File: src/rtl/paddle_position_controller.sv
// Pong paddle position controller: registers the keypad levels, generates the move tick
// and runs an independent hold-to-accelerate FSM per paddle with clamped positions.
module paddle_position_controller #(
    parameter int Y_WIDTH     = 10,
    parameter int SCREEN_H    = 480,
    parameter int PADDLE_H    = 80,
    parameter int TICK_DIV    = 4,
    parameter int SLOW_STEP   = 4,
    parameter int FAST_STEP   = 8,
    parameter int ACCEL_TICKS = 8
) (
    input  logic               clk,
    input  logic               rst,
    input  logic               up1,
    input  logic               down1,
    input  logic               up2,
    input  logic               down2,
    input  logic               recenter,
    input  logic               freeze,
    output logic [Y_WIDTH-1:0] paddle1_y,
    output logic [Y_WIDTH-1:0] paddle2_y,
    output logic               p1_fast,
    output logic               p2_fast,
    output logic               move_tick
);

    localparam int Y_MAX  = SCREEN_H - PADDLE_H;
    localparam int CENTER = Y_MAX / 2;
    localparam int HOLD_W = $clog2(ACCEL_TICKS + 1);
    localparam int CNT_W  = (TICK_DIV > 2) ? $clog2(TICK_DIV) : 1;

    localparam logic [Y_WIDTH:0]   Y_MAX_X  = (Y_WIDTH + 1)'(Y_MAX);
    localparam logic [Y_WIDTH-1:0] CENTER_Y = Y_WIDTH'(CENTER);
    localparam logic [Y_WIDTH-1:0] SLOW_Y   = Y_WIDTH'(SLOW_STEP);
    localparam logic [Y_WIDTH-1:0] FAST_Y   = Y_WIDTH'(FAST_STEP);
    localparam logic [HOLD_W-1:0]  HOLD_MAX = HOLD_W'(ACCEL_TICKS);
    localparam logic [CNT_W-1:0]   CNT_LAST = CNT_W'(TICK_DIV - 1);

    typedef enum logic [1:0] {
        IDLE,
        SLOW,
        FAST
    } state_t;

    logic [1:0]              up_q, down_q;
    logic                    recenter_q, freeze_q;
    logic [CNT_W-1:0]        tick_cnt_q, tick_cnt_d;
    logic [1:0][Y_WIDTH-1:0] y_q, y_d;
    logic [1:0][HOLD_W-1:0]  hold_q, hold_d;
    logic [1:0]              dir_up_q, dir_up_d;
    logic [1:0]              fast_q, fast_d;
    state_t                  state_q [2];
    state_t                  state_d [2];

    // Widened by one bit so neither direction can wrap before the clamp decision.
    function automatic logic [Y_WIDTH-1:0] step_pos(input logic [Y_WIDTH-1:0] y,
                                                    input logic go_up,
                                                    input logic [Y_WIDTH-1:0] step);
        logic [Y_WIDTH:0] y_x;
        logic [Y_WIDTH:0] step_x;
        logic [Y_WIDTH:0] sum_x;
        y_x    = {1'b0, y};
        step_x = {1'b0, step};
        sum_x  = y_x + step_x;
        if (go_up) begin
            if (y_x < step_x) return '0;
            return Y_WIDTH'(y_x - step_x);
        end
        if (sum_x > Y_MAX_X) return Y_WIDTH'(Y_MAX_X);
        return Y_WIDTH'(sum_x);
    endfunction

    assign move_tick  = (tick_cnt_q == CNT_LAST);
    assign tick_cnt_d = move_tick ? '0 : tick_cnt_q + 1'b1;

    always_comb begin
        for (int p = 0; p < 2; p++) begin
            y_d[p]      = y_q[p];
            hold_d[p]   = hold_q[p];
            dir_up_d[p] = dir_up_q[p];
            state_d[p]  = state_q[p];
            if (recenter_q) begin
                y_d[p]     = CENTER_Y;
                hold_d[p]  = '0;
                state_d[p] = IDLE;
            end else if (freeze_q) begin
                hold_d[p]  = '0;
                state_d[p] = IDLE;
            end else if (move_tick) begin
                // Both keys on one paddle cancel out and count as no request.
                if (up_q[p] == down_q[p]) begin
                    hold_d[p]  = '0;
                    state_d[p] = IDLE;
                end else if (state_q[p] == IDLE || up_q[p] != dir_up_q[p]) begin
                    y_d[p]      = step_pos(y_q[p], up_q[p], SLOW_Y);
                    dir_up_d[p] = up_q[p];
                    hold_d[p]   = HOLD_W'(1);
                    state_d[p]  = SLOW;
                end else if (state_q[p] == FAST || hold_q[p] == HOLD_MAX) begin
                    y_d[p]     = step_pos(y_q[p], up_q[p], FAST_Y);
                    state_d[p] = FAST;
                end else begin
                    y_d[p]    = step_pos(y_q[p], up_q[p], SLOW_Y);
                    hold_d[p] = hold_q[p] + 1'b1;
                end
            end
            fast_d[p] = (state_d[p] == FAST);
        end
    end

    always_ff @(posedge clk or negedge rst) begin
        if (!rst) begin
            up_q       <= '0;
            down_q     <= '0;
            recenter_q <= 1'b0;
            freeze_q   <= 1'b0;
            tick_cnt_q <= '0;
            y_q        <= {CENTER_Y, CENTER_Y};
            hold_q     <= '0;
            dir_up_q   <= '0;
            fast_q     <= '0;
            state_q[0] <= IDLE;
            state_q[1] <= IDLE;
        end else begin
            up_q       <= {up2, up1};
            down_q     <= {down2, down1};
            recenter_q <= recenter;
            freeze_q   <= freeze;
            tick_cnt_q <= tick_cnt_d;
            y_q        <= y_d;
            hold_q     <= hold_d;
            dir_up_q   <= dir_up_d;
            fast_q     <= fast_d;
            state_q[0] <= state_d[0];
            state_q[1] <= state_d[1];
        end
    end

    assign paddle1_y = y_q[0];
    assign paddle2_y = y_q[1];
    assign p1_fast   = fast_q[0];
    assign p2_fast   = fast_q[1];

endmodule

File: config.mk
export PLATFORM = sky130hd
export DESIGN_NAME = paddle_position_controller
export DESIGN_NICKNAME = d
export VERILOG_FILES = /design/src/rtl/paddle_position_controller.sv
export SDC_FILE = /design/constraint.sdc
export NUM_CORES = 1
export LEC_CHECK = 0
export CAP_MARGIN = 20
export CELL_PAD_IN_SITES_DETAIL_PLACEMENT = 1
export CELL_PAD_IN_SITES_GLOBAL_PLACEMENT = 2
export CORE_MARGIN = 4
export CORE_UTILIZATION = 36
export DETAILED_ROUTE_END_ITERATION = 8
export GPL_TIMING_DRIVEN = 0
export PLACE_DENSITY_LB_ADDON = 0.1
export SLEW_MARGIN = 15
export SYNTH_ARGS = -nofsm -noshare
export SYNTH_HDL_FRONTEND = slang
export SYNTH_SLANG_ARGS = --single-unit
File: constraint.sdc
create_clock -name clk -period 2.5 [get_ports clk]
set_input_delay 0.5 -clock clk [delete_from_list [all_inputs] [get_ports clk]]
set_output_delay 0.5 -clock clk [all_outputs]
set_load 0.01 [all_outputs]
==> summary.md, run 1 <==
| Metric | Value |
|---|---|
| Synth async-reset ratio | `100%` |
| Ports | `31` |
| Endpoint arrival time on the critical path | `2580 ps` |
| Cell types occupying the most area after synthesis | `dfrtp_1, ha_1, a21oi_1` |
| Yosys cell types | `77` |
| Quantity of hold-fixing buffers added after cts | `0` |
| Post-synthesis instance total | `472` |
| Outcome | `finished clean` |
| Post-synthesis sequential element count | `44` |
| Number of slew-limit violations in the final report | `0` |
| Largest fanout on the critical path | `6` |
| Uppermost layer routed | `met4` |
| Synth Area per Inst | `8.23 sq um` |
| Via/cell ratio | `5.80` |
| Power density over the cells | `329 nW/um^2` |
| Most used DFF post-synth | `dfrtp_1` |
| Required time of the critical path | `2640 ps` |
| Width of the die | `112 um` |
| Number of setup violations in the final report | `0` |
| Total track usage | `20.9%` |
| Seq/Total Area, Yosys | `28.5%` |
| Number of antenna violations at the first check in global routing | `0` |
| Synth Area in Compound Gates | `27.0%` |
| Number of synthesized flops with an enable pin | `0` |
| Number of design-rule violations left by the first detailed-router iteration | `186` |
| Synthesis warning total | `0` |
| Achievable Freq | `410 MHz` |
| Post-synthesis share of cell area spent on full adders, half adders and majority gates | `6.12%` |
| Share of final-layout standard cells stronger than drive strength 1 | `18.6%` |
| Worst-skew pair later-pin latency | `300 ps` |
| Crit Path Category | `flop to flop` |
| Routability congestion estimate | `0.872` |
| Worst min path class | `primary input to async pin` |
| Port-buffer cells | `30` |
| Core Rows | `37` |
| NumNets Final | `548` |
| Die height | `112 um` |
| Area leader, netlist | `dfrtp_1` |
| Sink Count | `44` |
| Final HPWL DP | `9.63 mm` |
| Via count of the first global-routing pass | `4074` |
| Wire length on met2 | `6.53 mm` |
| Initial cell density of the core | `37.3%` |
| Slew headroom | `50.6%` |
| Share of synthesized cell area in and, or, nand and nor gates | `23.2%` |
| Clock tree skew after final layout | `9.31 ps` |
| Residual overflow from global routing | `0` |
| Multiplexer area fraction after synthesis | `1.10%` |
| Average routed wire per standard cell | `19.9 um` |
| First-pass iteration count of the detailed router | `4` |
| Post-Syn Area | `3880 sq um` |
| Routed wire length on met3 | `380 um` |
| Remaining routing DRC violations | `0` |
| Post-synth top area share | `24.5%` |
| Root Buffer | `clkbuf_8` |
| Post-Route M1 WL | `5.85 mm` |
| Final worst-path cycle share | `97.5%` |
| Critical Path Start Type | `flop` |
| Inserted Diodes | `0` |
| Global-route wire length before repair | `21.5 mm` |
| Max clock buf depth | `2` |
| Number of buffers created by CTS | `5` |
| Total of max-cap violations | `0` |
| Leak | `1.80 nW` |
| Fin crit period | `2440 ps` |
| Worst-margin pin slew | `735 ps` |
| Unrepaired setup endpoints after global routing | `yes` |
| Crit end category | `flop` |
| Xor-xnor portion of the synthesized cell area | `6.54%` |
| Maximum level of the CTS H-tree | `2` |
| Largest net degree at the start of global routing | `34` |
| DRT Wirelength | `13.1 mm` |
| Clock input transition at the sequential cells of the worst setup and hold paths | `100 ps` |
| TritonCTS clock tree | `built` |
| Vias after detailed routing | `3817` |
| Worst vdd rail ir drop | `214 uV` |
| Largest family of logic cells by synthesized area | `compound AO/OA/AOI/OAI gates` |
| Placeable core region | `10400 sq um` |
| Number of nets with antenna violations after detailed routing | `0` |
| Setup_tns | `0 ps` |
| Die area | `12500 sq um` |
| Post-synthesis net count | `499` |
| Final core occ | `45.1%` |
| Area Overhead vs Synth | `20.9%` |
| Final-report hold violation count | `0` |
worst max-delay path, cell delays in order (launching register included):
cell	delay, ps
dfstp_2	590
buf_12	120
inv_1	90
ha_2	340
a21oi_4	200
a2111oi_4	90
or3_4	420
o211ai_1	290
a31oi_1	140
power breakdown:
group          internal (mW)  switching [mW]
Sequential             0.735          0.0225
Clock                  0.196           0.276
Combinational          0.124           0.190
Total                   1.06           0.489
cell usage after synthesis (all sizes together), types with 8 or more instances:
| library cell | instances |
|---|---|
| a211oi | 9 |
| a21oi | 42 |
| a31oi | 11 |
| buf | 21 |
| clkbuf | 9 |
| dfrtp | 38 |
| ha | 19 |
| inv | 20 |
| nand2 | 48 |
| nand2b | 8 |
| nand3 | 22 |
| nor2 | 32 |
| nor3 | 14 |
| o21ai | 36 |
| xnor2 | 13 |
| xor2 | 16 |
cell families after synthesis:
| kind of cell | Yosys count |
|---|---|
| DFF | 44 |
| AOI/OAI and AO/OA | 155 |
| xor gates and xnor gates | 29 |
| adders and majority gates | 19 |
| buffers and inverters | 52 |
| and+or+nand+nor | 169 |
| muxes | 4 |
worst paths after layout:
check,depth (start not counted),from,slack (ps),to
worst max-delay path,8,paddle1_y[3],60,paddle1_y[4]
worst min-delay path,1,rst,100,paddle2_y[2]
worst max register to register,8,paddle1_y[3],60,paddle1_y[4]
worst min register to register,1,tick_cnt_q[0],440,tick_cnt_q[0]
max in group asynchronous,2,rst,1830,paddle1_y[7]
min in group clk,1,tick_cnt_q[0],440,tick_cnt_q[0]
sequential cells by signal, summed over array words and instances (netlist names):
register,count
dir_up_q,2
paddle1_y,10
recenter_q,1
freeze_q,1
paddle2_y,10
up_q,2
hold_q,8
tick_cnt_q,2
down_q,2
state_q,4
fast_q,2
per-stage QoR:
stage	setup slack (ps)	hold WS [ps]	std cells	total power, mW	area (sq um)
floorplan	252	204	472	0.947	3880
global route	-17.9	88.5	658	1.63	4700
finish	61.7	97.8	658	1.54	4700
global placement	-399	418	638	1.05	4360
detailed placement	-316	425	639	1.06	4370
CTS	-22.5	90.0	653	1.55	4550
area by class of cell:
type	instances	area, sq um
Clock inverter	2	12.5
Timing Repair Buffer	42	410
Fill cell	1253	5720
Tap cell	136	170
Clock buffer	6	72.6
Multi-Input combinational cell	376	2620
Sequential cell	44	1110
Buffer	31	221
Inverter	21	78.8
timing repair:
item,4_1_cts,5_1_grt
setup buffers,6,5
endpoints found under the setup margin,16,19
cloned,0,0
pin swaps,2,5
gates resized for setup,9,29
cells in the final DEF, fill, tap and decap left out, drive strengths merged, types with 4 or more instances in the layout:
cell type	netlist	layout
dfrtp	38	38
and3	7	7
o21ai	36	36
inv	20	20
or3	7	7
o31ai	4	4
o311a	4	4
ha	19	19
buf	21	33
a31oi	11	11
a21oi	42	42
nor2	32	32
nand2b	8	8
a211oi	9	9
xor2	16	16
o211ai	6	6
xnor2	13	13
nand2	48	48
nand4	6	6
o221ai	7	7
dfstp	6	6
clkbuf	9	16
nor3	14	14
clkdlybuf4s50	0	29
nand3	22	22
metal layers:
metal	global-route usage, %	vias up
li1	-	1827
met1	26.7	1893
met2	36.4	78
met3	2.34	19
met4	7.46	0
met5	0	-
Note: power is estimated with default switching activity, not from simulation.
==> inputs of run 2 (changes only) <==
- CORE_UTILIZATION: 36 -> 32
- PLACE_DENSITY: default -> 0.79
- PLACE_DENSITY_LB_ADDON: 0.1 -> default
- SLEW_MARGIN: 15 -> 0
- clock period: 2.5 -> 1.95 ns (I/O delays scaled with it)
==> summary.md, run 2 (same netlist as run 1, synthesis figures left out) <==
| Metric | Value |
|---|---|
| Unrepaired setup endpoints after global routing | `yes` |
| Max clock buf depth | `2` |
| Summed area of non-filler cells in the final layout | `5570 sq um` |
| Maximum level of the CTS H-tree | `2` |
| Power density over the cells | `422 nW/um^2` |
| Placement-stage worst setup slack | `-694 ps` |
| Width of the die | `118 um` |
| First-pass iteration count of the detailed router | `5` |
| Largest fanout on the critical path | `5` |
| NumNets Final | `581` |
| Vias after detailed routing | `4044` |
| Clk pwr share | `36.7%` |
| Worst vdd rail ir drop | `343 uV` |
| Ports | `31` |
| Number of slew-limit violations in the final report | `0` |
| Achievable Freq | `417 MHz` |
| Root Buffer | `clkbuf_16` |
| Die height | `118 um` |
| Crit Path Category | `flop to flop` |
| Via count of the first global-routing pass | `4186` |
| Outcome | `finished, violations left` |
| Total track usage | `19.8%` |
| Residual overflow from global routing | `0` |
| Remaining routing DRC violations | `0` |
| Most frequent cells in the layout | `nand2_1, buf_4, dfrtp_1` |
| Inserted Diodes | `0` |
| Switching power total | `676 uW` |
| Final-report hold violation count | `0` |
| Leak | `2.09 nW` |
| Number of buffers created by CTS | `5` |
| Flop pwr share | `41.6%` |
| Number of antenna violations at the first check in global routing | `0` |
| TritonCTS clock tree | `built` |
| Routability congestion estimate | `0.893` |
| Total of max-cap violations | `0` |
| Clock tree skew after final layout | `5.96 ps` |
| Fin crit period | `2400 ps` |
| Crit end category | `flop` |
| Die area | `14000 sq um` |
| Combinational power share | `21.7%` |
| Slew headroom | `60.9%` |
| Worst-skew pair later-pin latency | `290 ps` |
| Share of final-layout standard cells stronger than drive strength 1 | `36.4%` |
| Worst min path class | `primary input to async pin` |
| Final core occ | `47.7%` |
| Port-buffer cells | `30` |
| Number of design-rule violations left by the first detailed-router iteration | `249` |
| Placeable core region | `11700 sq um` |
| Violated checks | `setup timing` |
| Number of setup violations in the final report | `19` |
| Initial cell density of the core | `33.3%` |
| Number of nets with antenna violations after detailed routing | `0` |
| Worst-margin pin slew | `586 ps` |
| Clock input transition at the sequential cells of the worst setup and hold paths | `60 ps` |
| Final worst-path cycle share | `123%` |
| Internal cell power | `1.67 mW` |
| Via/cell ratio | `5.79` |
| Fin Hold WS | `38.0 ps` |
| Global-route wire length before repair | `22.7 mm` |
| Fill cell count | `1325` |
| Core Rows | `39` |
| Critical Path Start Type | `flop` |
| Post-route total power | `2.35 mW` |
| Final HPWL DP | `9.63 mm` |
| Largest net degree at the start of global routing | `28` |
| Post-place instance area | `4460 sq um` |
| Sink Count | `44` |
| DRT Wirelength | `14.2 mm` |
| Required time of the critical path | `2120 ps` |
| Leading cell type in the layout, fill and taps excluded | `nand2_1` |
| Final worst setup slack | `-448 ps` |
| Average routed wire per standard cell | `20.3 um` |
| Switching share of power | `28.8%` |
| Endpoint arrival time on the critical path | `2570 ps` |
| Area Overhead vs Synth | `43.3%` |
[run 2: critical path, cell delays in order, from the launching register on]
cell     delay, ps
dfstp_2        650
buf_12         140
buf_4          120
nand3_2        100
or4b_4         550
a21oi_4        160
or3_4          170
a21oi_4         70
o311a_1        310
[run 2: per-layer routing]
metal	share of wire, %	vias up	GRT usage (%)
li1	-	1894	-
met4	1.4	0	4.76
met2	47	111	31.7
met3	4.0	18	2.63
met1	47	2021	28.3
met5	0	-	0
[run 2: metrics by stage]
stage	cells	setup TNS [ps]
floorplan	472	-2570
global placement	645	-41900
detailed placement	646	-9770
CTS	685	-5240
global route	698	-6320
finish	698	-5200
[run 2: worst paths after layout]
kind,cells past startpoint,slack [ps],to,from
hold / removal,1,40,tick_cnt_q[0],rst
max in group asynchronous,2,1340,paddle1_y[7],rst
min in group clk,1,440,tick_cnt_q[0],tick_cnt_q[0]
setup reg to reg,8,-450,paddle1_y[1],paddle1_y[3]
hold reg to reg,1,440,tick_cnt_q[0],tick_cnt_q[0]
setup / recovery,8,-450,paddle1_y[1],paddle1_y[3]
[run 2: final cells by class]
type | count | area (sq um) | share of cell area [%]
multi-input combinational | 376 | 3090 | 55.4
clock buffer | 7 | 143 | 2.56
sequential | 44 | 1110 | 20.0
clock inverter | 1 | 7.51 | 0.135
buffer | 29 | 244 | 4.38
inverter | 21 | 90.1 | 1.62
tap | 143 | 179 | 3.21
timing repair buffer | 77 | 704 | 12.7
[run 2: repair_timing]
item / CTS / global route
setup endpoints to repair: 27 / 22
pin swaps: 28 / 44
setup buffers: 32 / 16
resized for setup: 82 / 64
hold buffers: 0 / 0
[run 2: power groups by stage]
stage | Clock (mW) | Combinational [mW] | Sequential [mW]
floorplan | 0 | 0.235 | 0.988
detailed placement | 0 | 0.370 | 0.996
finish | 0.861 | 0.510 | 0.977
CTS | 0.880 | 0.456 | 0.976
global placement | 0 | 0.360 | 0.993
global route | 0.929 | 0.552 | 0.981
==> inputs of run 3 (changes only) <==
- CORE_UTILIZATION: 32 -> 36
- PLACE_DENSITY: 0.79 -> 0.84
- clock period: 1.95 -> 2.6 ns (I/O delays scaled with it)
==> summary.md, run 3 (same netlist as run 1, synthesis figures left out) <==
| Metric | Value |
|---|---|
| Width of the die | `112 um` |
| Most frequent cells in the layout | `nand2_1, a21oi_1, dfrtp_1` |
| Required time of the critical path | `2810 ps` |
| Number of nets with antenna violations after detailed routing | `0` |
| Max clock buf depth | `2` |
| Number of design-rule violations left by the first detailed-router iteration | `237` |
| Ports | `31` |
| Largest fanout on the critical path | `5` |
| Worst path bufs/invs | `4` |
| Total track usage | `20.0%` |
| DRT Wirelength | `12.9 mm` |
| Worst-skew pair later-pin latency | `300 ps` |
| Sink Count | `44` |
| Final-report hold violation count | `0` |
| Worst vdd rail ir drop | `277 uV` |
| Most numerous cell on the critical path | `inv_1` |
| Slew headroom | `54.4%` |
| Area Overhead vs Synth | `20.4%` |
| Share of final-layout standard cells stronger than drive strength 1 | `16.3%` |
| Final HPWL DP | `9.46 mm` |
| Critical Path Start Type | `flop` |
| Placeable core region | `10400 sq um` |
| Leak | `1.81 nW` |
| Number of buffers created by CTS | `5` |
| Via count of the first global-routing pass | `3970` |
| Clock tree skew after final layout | `13.2 ps` |
| Maximum level of the CTS H-tree | `2` |
| Layout Cells excl Fill | `657` |
| Die area | `12500 sq um` |
| Worst-margin pin slew | `679 ps` |
| First-pass iteration count of the detailed router | `5` |
| Initial cell density of the core | `37.3%` |
| Number of antenna violations at the first check in global routing | `0` |
| NumNets Final | `547` |
| Vias after detailed routing | `3895` |
| Endpoint arrival time on the critical path | `2730 ps` |
| Number of setup violations in the final report | `0` |
| Post-place instance area | `4370 sq um` |
| Achievable Freq | `395 MHz` |
| TritonCTS clock tree | `built` |
| Worst min path class | `primary input to async pin` |
| Average routed wire per standard cell | `19.7 um` |
| Clock input transition at the sequential cells of the worst setup and hold paths | `100 ps` |
| Critical Path Slowest Stage Cell | `dfstp_2` |
| Remaining routing DRC violations | `0` |
| Port-buffer cells | `30` |
| Summed area of non-filler cells in the final layout | `4680 sq um` |
| Root Buffer | `clkbuf_8` |
| Outcome | `finished clean` |
| Cell class contributing the biggest share of worst-path delay | `compound AO/OA/AOI/OAI gates` |
| Power density over the cells | `374 nW/um^2` |
| Final worst-path cycle share | `97.3%` |
| Global-route wire length before repair | `20.9 mm` |
| Total of max-cap violations | `0` |
| Via/cell ratio | `5.93` |
| Crit Path Category | `flop to flop` |
| Crit path largest cell delay | `580 ps` |
| Inserted Diodes | `0` |
| Number of slew-limit violations in the final report | `0` |
| Core Rows | `37` |
| Leading cell type in the layout, fill and taps excluded | `nand2_1` |
| Count of placed standard cells including taps | `639` |
| Routability congestion estimate | `0.957` |
| Largest net degree at the start of global routing | `32` |
| Residual overflow from global routing | `0` |
| Cell chain of the critical path | `buf_6, inv_1, ha_1, inv_1, a21oi_1, or3_4, a211oi_4, buf_4, nor2_1, o21ai_0` |
| Die height | `112 um` |
| Fill cell count | `1260` |
| Fin crit period | `2530 ps` |
| Crit end category | `flop` |
-- run 3: cell types whose count changed in the layout (fill, tap and decap cells not counted), moves of 5 or more --
cell	before	now
o21ai_1	5	0
clkbuf_16	5	0
buf_6	18	8
o21ai_0	23	33
ha_1	6	18
nor3_1	7	14
a21oi_1	31	38
buf_4	40	12
ha_4	10	0
a211oi_1	2	7
inv_1	13	20
a21oi_4	5	0
-- run 3: timing repair --
action                     4_1_cts  5_1_grt
pin swaps                        1        3
setup endpoints to repair        4       16
hold buffers                     0        0
gates resized for setup          4       14
setup buffers                    1        9
-- run 3: cell type report --
| type | instances | area, sq um | area share, % |
|---|---|---|---|
| Multi-Input combinational cell | 376 | 2550 | 54.5 |
| Sequential cell | 44 | 1110 | 23.8 |
| Timing Repair Buffer | 41 | 388 | 8.30 |
| Buffer | 31 | 219 | 4.68 |
| Tap cell | 136 | 170 | 3.64 |
| Clock inverter | 3 | 90.1 | 1.93 |
| Inverter | 21 | 78.8 | 1.69 |
| Clock buffer | 5 | 68.8 | 1.47 |
-- run 3: worst paths after layout --
check                               from            end  slack (ps)  depth (start not counted)
setup reg to reg            paddle2_y[3]   paddle2_y[3]          70                         10
hold reg to reg            tick_cnt_q[0]  tick_cnt_q[0]         440                          1
setup / recovery            paddle2_y[3]   paddle2_y[3]          70                         10
hold / removal                       rst      hold_q[1]         110                          1
max in group asynchronous            rst   paddle2_y[7]        1920                          2
min in group clk           tick_cnt_q[0]  tick_cnt_q[0]         440                          1
-- run 3: per-layer routing --
metal	vias up	track usage [%]	wire [um]
li1	1832	-	-
met1	1956	29.6	6340
met2	95	31.4	5900
met3	12	2.45	552
met4	0	4.06	150
met5	-	0	0
-- run 3: through the flow --
stage	TNS [ps]	total power, mW	setup WS (ps)	utilization (%)	hold slack, ps
floorplan	0	0.910	352	-	224
global placement	-6030	1.01	-164	41.8	415
detailed placement	-254	1.02	-188	42.0	428
CTS	0	1.75	2.03	43.8	129
global route	-28.1	1.82	-18.7	44.9	139
finish	0	1.75	70.9	44.9	115
-- run 3: report_power, final --
part | internal, mW | total (mW) | switching, mW
clock | 0.481 | 0.730 | 0.249
sequential | 0.706 | 0.732 | 0.0255
combinational | 0.112 | 0.288 | 0.177
